`config.mk`:
```
export PLATFORM = sky130hd
export DESIGN_NAME = scroll_window_ctrl
export DESIGN_NICKNAME = d
export VERILOG_FILES = /design/src/rtl/scroll_window_ctrl.sv
export SDC_FILE = /design/constraint.sdc
export NUM_CORES = 1
export LEC_CHECK = 0
export ABC_AREA = 0
export BUFFER_PORTS_ARGS = -buffer_cell sky130_fd_sc_hd__buf_2
export CAP_MARGIN = 0
export CELL_PAD_IN_SITES_DETAIL_PLACEMENT = 1
export CELL_PAD_IN_SITES_GLOBAL_PLACEMENT = 1
export CORE_ASPECT_RATIO = 1.25
export CORE_MARGIN = 10
export CORE_UTILIZATION = 52
export CTS_BUF_LIST = sky130_fd_sc_hd__clkbuf_2
export CTS_CLUSTER_DIAMETER = 40
export DETAILED_ROUTE_END_ITERATION = 7
export PLACE_DENSITY_LB_ADDON = 0.1
export SLEW_MARGIN = 25
export SYNTH_ARGS = -nofsm -noshare
export SYNTH_HDL_FRONTEND = slang
export SYNTH_SLANG_ARGS = --single-unit
export TNS_END_PERCENT = 100
```
`constraint.sdc`:
```
create_clock -name clk -period 8.5 [get_ports clk]
set_input_delay 2.125 -clock clk [delete_from_list [all_inputs] [get_ports clk]]
set_output_delay 2.125 -clock clk [all_outputs]
set_load 0.1 [all_outputs]
```
`src/rtl/scroll_window_ctrl.sv`:
```
// rtl/scroll_window_ctrl.sv - debounced scroll-window sequencer for the four-digit LED display
//
// Stores a 16-nibble message and shows a 4-nibble window of it on hex0..hex3.
// The window start (offset) wraps modulo 16. A debounced button press moves it
// one nibble in the direction given by dir.
// Optional feature macro: SCROLL_AUTO_EN adds auto_en and a periodic auto-scroll tick.
//
// Ports:
//   clk        - system clock, rising edge
//   reset      - asynchronous reset, active low
//   button     - raw push-button (asynchronous, bouncy)
//   dir        - 0: offset+1, 1: offset-1
//   msg_load   - one-cycle strobe that captures message1/message2
//   message1   - nibbles 0..7 (message1[31:28] = nibble 0)
//   message2   - nibbles 8..15 (message2[31:28] = nibble 8)
//   auto_en    - auto-scroll enable (SCROLL_AUTO_EN only)
//   hex0..hex3 - nibbles offset, offset+1, offset+2, offset+3 (mod 16)
//   offset     - current window start nibble index
//   step_pulse - high for the one cycle in which a scroll step is taken
module scroll_window_ctrl #(
    parameter int DEBOUNCE_CYCLES = 500000,
    parameter int AUTO_PERIOD     = 25000000
) (
    input  logic        clk,
    input  logic        reset,
    input  logic        button,
    input  logic        dir,
    input  logic        msg_load,
    input  logic [31:0] message1,
    input  logic [31:0] message2,
`ifdef SCROLL_AUTO_EN
    input  logic        auto_en,
`endif
    output logic [3:0]  hex0,
    output logic [3:0]  hex1,
    output logic [3:0]  hex2,
    output logic [3:0]  hex3,
    output logic [3:0]  offset,
    output logic        step_pulse
);

    localparam int CW = $clog2(DEBOUNCE_CYCLES);
    localparam logic [CW-1:0] CNT_MAX = CW'(DEBOUNCE_CYCLES - 1);

    if (DEBOUNCE_CYCLES < 2 || AUTO_PERIOD < 1) begin : g_param_check
        $error("scroll_window_ctrl: DEBOUNCE_CYCLES must be >= 2 and AUTO_PERIOD >= 1");
    end

    typedef enum logic [1:0] {IDLE, ARMING, HELD, RELEASING} state_t;

    state_t        state, state_next;
    logic [CW-1:0] cnt, cnt_next;
    logic          sync1, btn_s;
    logic          btn_step;
    logic          any_step;
    logic [63:0]   msg_reg;

    // Two-flop synchroniser; only btn_s is used downstream.
    always_ff @(posedge clk or negedge reset) begin
        if (!reset) begin
            sync1 <= 1'b0;
            btn_s <= 1'b0;
        end else begin
            sync1 <= button;
            btn_s <= sync1;
        end
    end

    always_ff @(posedge clk or negedge reset) begin
        if (!reset) begin
            state <= IDLE;
            cnt   <= '0;
        end else begin
            state <= state_next;
            cnt   <= cnt_next;
        end
    end

    // A press must stay stable for DEBOUNCE_CYCLES synced cycles before it
    // steps. The release must also stay stable that long before a new press
    // can arm, so a held button steps only once.
    always_comb begin
        state_next = state;
        cnt_next   = cnt;
        btn_step   = 1'b0;
        unique case (state)
            IDLE: begin
                if (btn_s) begin
                    state_next = ARMING;
                    cnt_next   = '0;
                end
            end
            ARMING: begin
                if (!btn_s) begin
                    state_next = IDLE;
                    cnt_next   = '0;
                end else if (cnt == CNT_MAX) begin
                    state_next = HELD;
                    cnt_next   = '0;
                    btn_step   = 1'b1;
                end else begin
                    cnt_next = cnt + CW'(1);
                end
            end
            HELD: begin
                if (!btn_s) begin
                    state_next = RELEASING;
                    cnt_next   = '0;
                end
            end
            RELEASING: begin
                if (btn_s) begin
                    state_next = HELD;
                    cnt_next   = '0;
                end else if (cnt == CNT_MAX) begin
                    state_next = IDLE;
                    cnt_next   = '0;
                end else begin
                    cnt_next = cnt + CW'(1);
                end
            end
            default: begin
                state_next = IDLE;
                cnt_next   = '0;
            end
        endcase
    end

`ifdef SCROLL_AUTO_EN
    localparam int AW = (AUTO_PERIOD > 1) ? $clog2(AUTO_PERIOD) : 1;
    localparam logic [AW-1:0] AUTO_MAX = AW'(AUTO_PERIOD - 1);

    logic [AW-1:0] auto_cnt;
    logic          auto_tick;

    assign auto_tick = auto_en && (auto_cnt == AUTO_MAX);

    // Any step or load restarts the period, so a button step followed by a
    // tick can never land closer together than AUTO_PERIOD cycles.
    always_ff @(posedge clk or negedge reset) begin
        if (!reset) begin
            auto_cnt <= '0;
        end else if (msg_load || step_pulse || !auto_en) begin
            auto_cnt <= '0;
        end else begin
            auto_cnt <= auto_cnt + AW'(1);
        end
    end

    assign any_step = btn_step | auto_tick;
`else
    assign any_step = btn_step;
`endif

    // A load wins over a step in the same cycle, so the step is suppressed
    // at the source rather than undone later.
    assign step_pulse = any_step & ~msg_load;

    always_ff @(posedge clk or negedge reset) begin
        if (!reset) begin
            msg_reg <= 64'h0;
            offset  <= 4'h0;
        end else if (msg_load) begin
            msg_reg <= {message1, message2};
            offset  <= 4'h0;
        end else if (step_pulse) begin
            offset  <= dir ? (offset - 4'd1) : (offset + 4'd1);
        end
    end

    // Nibble k lives at msg_reg[63-4k -: 4]. The 4-bit index sum wraps
    // modulo 16 on its own.
    always_comb begin
        logic [3:0] idx [4];
        logic [5:0] lsb [4];
        logic [3:0] nib [4];
        for (int i = 0; i < 4; i++) begin
            idx[i] = offset + 4'(i);
            lsb[i] = 6'd60 - {idx[i], 2'b00};
            nib[i] = msg_reg[lsb[i] +: 4];
        end
        hex0 = nib[0];
        hex1 = nib[1];
        hex2 = nib[2];
        hex3 = nib[3];
    end

endmodule

```
==> qor.yml, run 1 <==
run_status:
  status: "finished clean"
clock_tree:
  cts-root-buf: "clkbuf_2"
  post_cts_buffers: 0
  cts.clk_slew.worst_paths_ns: 0.27
  cts_resized: 0
  cts.path.max_buffers: 2
  cts.sinks: 91
  htreeDepth: 3
  clkLatencyLatePin_ns: 0.56
  cts_tree: "yes"
  postCtsHoldBufs: 0
  cts_made_buffers: 9
synth:
  synth_simple_gate_area_share_pct: 7.57
  dominantRegCellSynth: "dfrtp_1"
  postSynthCellCount: 439
  syn_nets: 515
  netlist_area_mm2: 0.00590
  netlist_top_cells_area: "dfrtp_1 (39%), mux4_2 (27%), mux2_2 (12%)"
  synth_xor_area_share_pct: 1.34
  yosysMostFrequentCell: "dfrtp_1"
  ys_ff_latch: 91
  synth_common_cells: "dfrtp_1 (91), mux4_2 (70), mux2_2 (64)"
  synth_fa_ha_area_share_pct: 1.48
  synth.distinct_cells: 52
  synth_mux_area_share_pct: 41.0
  async_flop_share_pct: 100
  synth_compound_area_share_pct: 6.19
  synth_top_family_by_area: "multiplexers"
  yosys_warnings: 0
  synth_edf_count: 0
  synth.largest_area_cell: "dfrtp_1"
  avgSynthCellArea_um2: 13.4
  synth_top_area_share_pct: 38.6
  yosysSeqAreaShare_pct: 38.6
finish:
  nFillCells: 1148
  seqCellArea_mm2: 0.00228
  multi_input_area_mm2: 0.00340
  syn2layout_area_growth_pct: 11.8
  fin_nets: 588
  instances_no_fill: 653
  fin_area_mm2: 0.00660
  drive_above_1_share_pct: 49.7
  largest_register_ff_count: 64
sta:
  rsz0062_at_grt: "no"
  clock_skew_ns: 0.0228
  final.setup.tns_ns: 0
  period_minus_slack_ns: 6.38
  final_max_slew_viol_count: 0
  worst_slew_pin_slew_ns: 0.995
  maxSlewHeadroom_pct: 33.6
  setup_viol: 0
  hold_violations: 0
  fin_crit_sh_pct: 75.1
  clock.fmax_mhz: 157
  holdWs_ns: 0.399
floorplanning:
  core_mm2: 0.0111
  io_pins: 90
  dieArea_mm2: 0.0160
  die_y_um: 139
  fp.dieW_um: 115
  initial_core_util_pct: 53.2
  rows: 43
global_route:
  grt_max_degree: 70
  grtUsageTotal_pct: 19.5
  antenna_found_initial: 1
  grt_pass1_wl_um: 24800
  grt_pass1_vias: 4512
  overflow: 0
routing:
  wl_per_cell_um: 23.7
  drt_iter0_markers: 291
  viasPerCell: 6.41
  dr.pass1.iters: 4
  dr_total_vias: 4183
  drcViolationCount: 0
  ant_nets: 0
  drt_wl_total_um: 15500
setup_path:
  startpoint_type: "flip-flop"
  crit_type: "flip-flop to output port"
  cp.arrival_ns: 4.26
  cp.required_ns: 6.38
  critPathCaptureType: "output port"
  path_max_fanout: 36
min_path:
  hold_class: "flip-flop to flip-flop"
placed_design:
  hpwl_um: 11300
  dpl_cell_area_mm2: 0.00638
  io_buffers: 89
  place_inst: 635
  gp_congestion: 0.871
power_and_ir_drop:
  p_sw_uw: 397
  internal-power_uw: 757
  power.share.clock_pct: 27.4
  power_mw: 1.15
  ir_drop_uv: 113
  p_comb_share_pct: 27.0
  p_leak_nw: 2.56
  p_seq_share_pct: 45.6
  power_density_mw_per_mm2: 175
  power_switching_share_pct: 34.4
job:
  cap_viol_max_count: 0
## layout by cell type (no fill, tap or decap), types with 6 or more instances in the layout
cell | Yosys | layout
dfrtp_1 | 91 | 90
nand4_1 | 8 | 8
a21oi_1 | 17 | 17
mux2_2 | 64 | 64
mux4_2 | 70 | 70
nor2_1 | 9 | 8
clkbuf_2 | 0 | 9
nand3_1 | 10 | 10
buf_4 | 5 | 6
or3_1 | 7 | 7
inv_1 | 12 | 12
o21ai_0 | 18 | 18
mux2i_1 | 11 | 11
buf_2 | 12 | 88
nand2_1 | 22 | 22
ha_1 | 7 | 6
a31oi_1 | 7 | 7
## layout make-up
type,instances,area share (%)
well taps,135,2.56
multi-input cells,303,51.6
clock buffers,9,0.683
clock inverters,7,2.20
repair buffers,95,7.66
flip-flops and latches,91,34.6
diodes,1,0.0379
inverters,12,0.683
## per-layer routing
layer	global-route usage [%]	share of wire [%]	vias to the layer above
li1	-	-	1880
met1	24.4	40	2188
met2	33.2	54	104
met3	4.50	5.3	11
met4	4.11	0.96	0
met5	0	0	-
## power groups by stage
| stage | Sequential [mW] | Combinational, mW | Clock [mW] |
|---|---|---|---|
| 2_1_floorplan | 0.513 | 0.240 | 0 |
| 3_3_place_gp | 0.529 | 0.300 | 0 |
| 3_5_place_dp | 0.534 | 0.312 | 0 |
| 4_1_cts | 0.525 | 0.314 | 0.326 |
| 5_1_grt | 0.535 | 0.339 | 0.344 |
| 6_report | 0.527 | 0.311 | 0.316 |
## worst max-delay path, cell delays in order (launching register included)
cell and delay (ns):
dfrtp_4 0.86, buf_12 0.30, inv_1 0.13, ha_1 0.97, inv_1 0.29, mux4_2 0.51, a21oi_1 0.17, buf_2 0.45
## path summary, 6_finish.rpt
kind                            startpoint           to  slack, ns  depth (start not counted)
worst max-delay path             offset[0]      hex1[2]       2.12                          7
worst min register to register       sync1        btn_s       0.40                          0
min in group asynchronous            reset  msg_reg[41]       1.50                          1
max in group asynchronous            reset    offset[0]       5.89                          2
worst min-delay path                 sync1        btn_s       0.40                          0
worst max register to register   offset[0]    offset[1]       5.64                          6
## logic make-up after synthesis
family | Yosys count
AO/OA/AOI/OAI | 61
XOR/XNOR | 9
adder cells (fa/ha/maj) | 7
buffers and inverters | 45
flip-flops | 91
multiplexers | 146
AND/OR/NAND/NOR | 80
## metrics by stage
stage          util [%]  setup slack, ns
2_1_floorplan         -             1.73
3_3_place_gp       57.5             2.65
3_5_place_dp       57.5             2.53
4_1_cts            59.3             1.88
5_1_grt            59.5             1.80
6_report           59.5             2.12
No activity file was read; power rests on OpenSTA's default activity.
==> run 2, diff against run 1 <==
--- a/config.mk
+++ b/config.mk
@@ -12,7 +12,7 @@
 export CELL_PAD_IN_SITES_GLOBAL_PLACEMENT = 1
 export CORE_ASPECT_RATIO = 1.25
 export CORE_MARGIN = 10
-export CORE_UTILIZATION = 52
+export CORE_UTILIZATION = 44
 export CTS_BUF_LIST = sky130_fd_sc_hd__clkbuf_2
 export CTS_CLUSTER_DIAMETER = 40
 export DETAILED_ROUTE_END_ITERATION = 7
==> constraint.sdc (replaced) <==
create_clock -name clk -period 5.5 [get_ports clk]
set_input_delay 1.375 -clock clk [delete_from_list [all_inputs] [get_ports clk]]
set_output_delay 1.375 -clock clk [all_outputs]
set_load 0.1 [all_outputs]
==> run 2 against run 1 <==
Clock skew fell by 0.0037 ns. Critical path type unchanged. Via count rose by 0.91%. Clock-buffer cell count stayed put. Non-clock buffer count up 4. Cell count rose by 6.3%.
==> qor.yml, run 2 (synthesis results as in run 1) <==
sta:
  final.setup.tns_ns: 0
  clock_skew_ns: 0.0191
  final_max_slew_viol_count: 0
  clock.fmax_mhz: 204
  setup_viol: 0
  hold_violations: 0
  worst_slew_pin_slew_ns: 0.935
  rsz0062_at_grt: "no"
  maxSlewHeadroom_pct: 37.2
  fin_crit_sh_pct: 89.1
  period_minus_slack_ns: 4.90
finish:
  fin_util_pct: 50.6
  fin_area_mm2: 0.00666
  fin_nets: 592
  mostFrequentLayoutCell: "dfrtp_1"
  syn2layout_area_growth_pct: 12.9
  layout_common_cells: "dfrtp_1 (90), buf_2 (88), mux4_2 (70)"
  drive_above_1_share_pct: 50.9
  largest_register_ff_count: 64
global_route:
  grt_max_degree: 69
  grt_pass1_vias: 4479
  grt_pass1_wl_um: 25200
  antenna_found_initial: 2
  grtUsageTotal_pct: 17.6
  overflow: 0
clock_tree:
  post_cts_buffers: 0
  cts.sinks: 91
  cts.clk_slew.worst_paths_ns: 0.27
  cts_resized: 0
  postCtsHoldBufs: 0
  cts_tree: "yes"
  cts.path.max_buffers: 2
  htreeDepth: 3
  clkLatencyLatePin_ns: 0.62
  cts_made_buffers: 9
  cts-root-buf: "clkbuf_2"
routing:
  dr_total_vias: 4221
  ant_nets: 0
  dr.pass1.iters: 4
  drcViolationCount: 0
  drt_iter0_markers: 244
  viasPerCell: 6.08
  wl_per_cell_um: 22.8
  drt_wl_total_um: 15800
floorplanning:
  initial_core_util_pct: 44.8
  die_y_um: 149
  dieArea_mm2: 0.0185
  io_pins: 90
  core_mm2: 0.0132
  rows: 47
  fp.dieW_um: 124
setup_path:
  path_max_fanout: 16
  timing.reg2reg.setup_slack_ns: 3.14
  cp.arrival_ns: 3.53
  reg2reg_from: "offset[2]"
  rr_endpoint: "offset[3]"
  critPathCaptureType: "output port"
  cp.required_ns: 4.12
  startpoint_type: "flip-flop"
  r2r_cells: 7
  crit_type: "flip-flop to output port"
run_status:
  status: "finished clean"
placed_design:
  io_buffers: 89
  dpl_cell_area_mm2: 0.00649
  gp_congestion: 0.860
  hpwl_um: 11700
min_path:
  worstHoldStart: "sync1"
  hold_class: "flip-flop to flip-flop"
  hold_path_depth: 0
  min_to: "btn_s"
power_and_ir_drop:
  ir_drop_uv: 149
  power_density_mw_per_mm2: 262
  power_mw: 1.75
  p_leak_nw: 2.58
job:
  cap_viol_max_count: 0
-- run 2: changes by cell type in the layout (fill, tap and decap cells not counted), sizes merged --
cell and delta:
clkinv +2, bufinv -1, diode +1, clkinvlp -1, buf +4
-- run 2: layout make-up --
| class | instances | area, µm² |
|---|---|---|
| Fill cell | 1395 | 6510 |
| Multi-Input combinational cell | 303 | 3430 |
| Sequential cell | 91 | 2280 |
| Timing Repair Buffer | 99 | 523 |
| Tap cell | 171 | 214 |
| Clock inverter | 7 | 124 |
| Clock buffer | 9 | 45.0 |
| Inverter | 12 | 45.0 |
| Antenna cell | 2 | 5.00 |
-- run 2: worst max-delay path, cell delays in order, from the launching register on --
cell	delay, ns
dfrtp_1	0.80
inv_1	0.15
ha_1	0.31
buf_4	0.29
mux4_2	0.55
mux4_2	0.49
buf_2	0.31
-- run 2: worst max path at each step --
stage	start	to
global route	offset[2]	hex2[3]
detailed placement	offset[2]	hex2[3]
finish	offset[2]	hex2[3]
CTS	offset[2]	hex2[3]
global placement	offset[2]	hex2[0]
floorplan	msg_load	step_pulse
-- run 2: routing by layer --
metal,wire length (µm),vias up,track usage [%]
met5,0,-,0
met4,216,0,4.61
met3,890,15,4.22
met2,8030,105,28.3
met1,6670,2215,23.4
li1,-,1886,-
-- run 2: through the flow --
stage,std cells,hold slack [ns],worst slack [ns]
2_1_floorplan,439,0.331,0.226
3_3_place_gp,676,0.335,1.34
3_5_place_dp,676,0.342,1.26
4_1_cts,692,0.398,0.512
5_1_grt,694,0.400,0.291
6_report,694,0.393,0.598
-- run 2: power by group --
part	internal, mW	total (mW)	switching (mW)	leakage, nW
clock	0.201	0.449	0.249	0.0984
sequential	0.733	0.819	0.0860	1.11
combinational	0.195	0.477	0.283	1.37
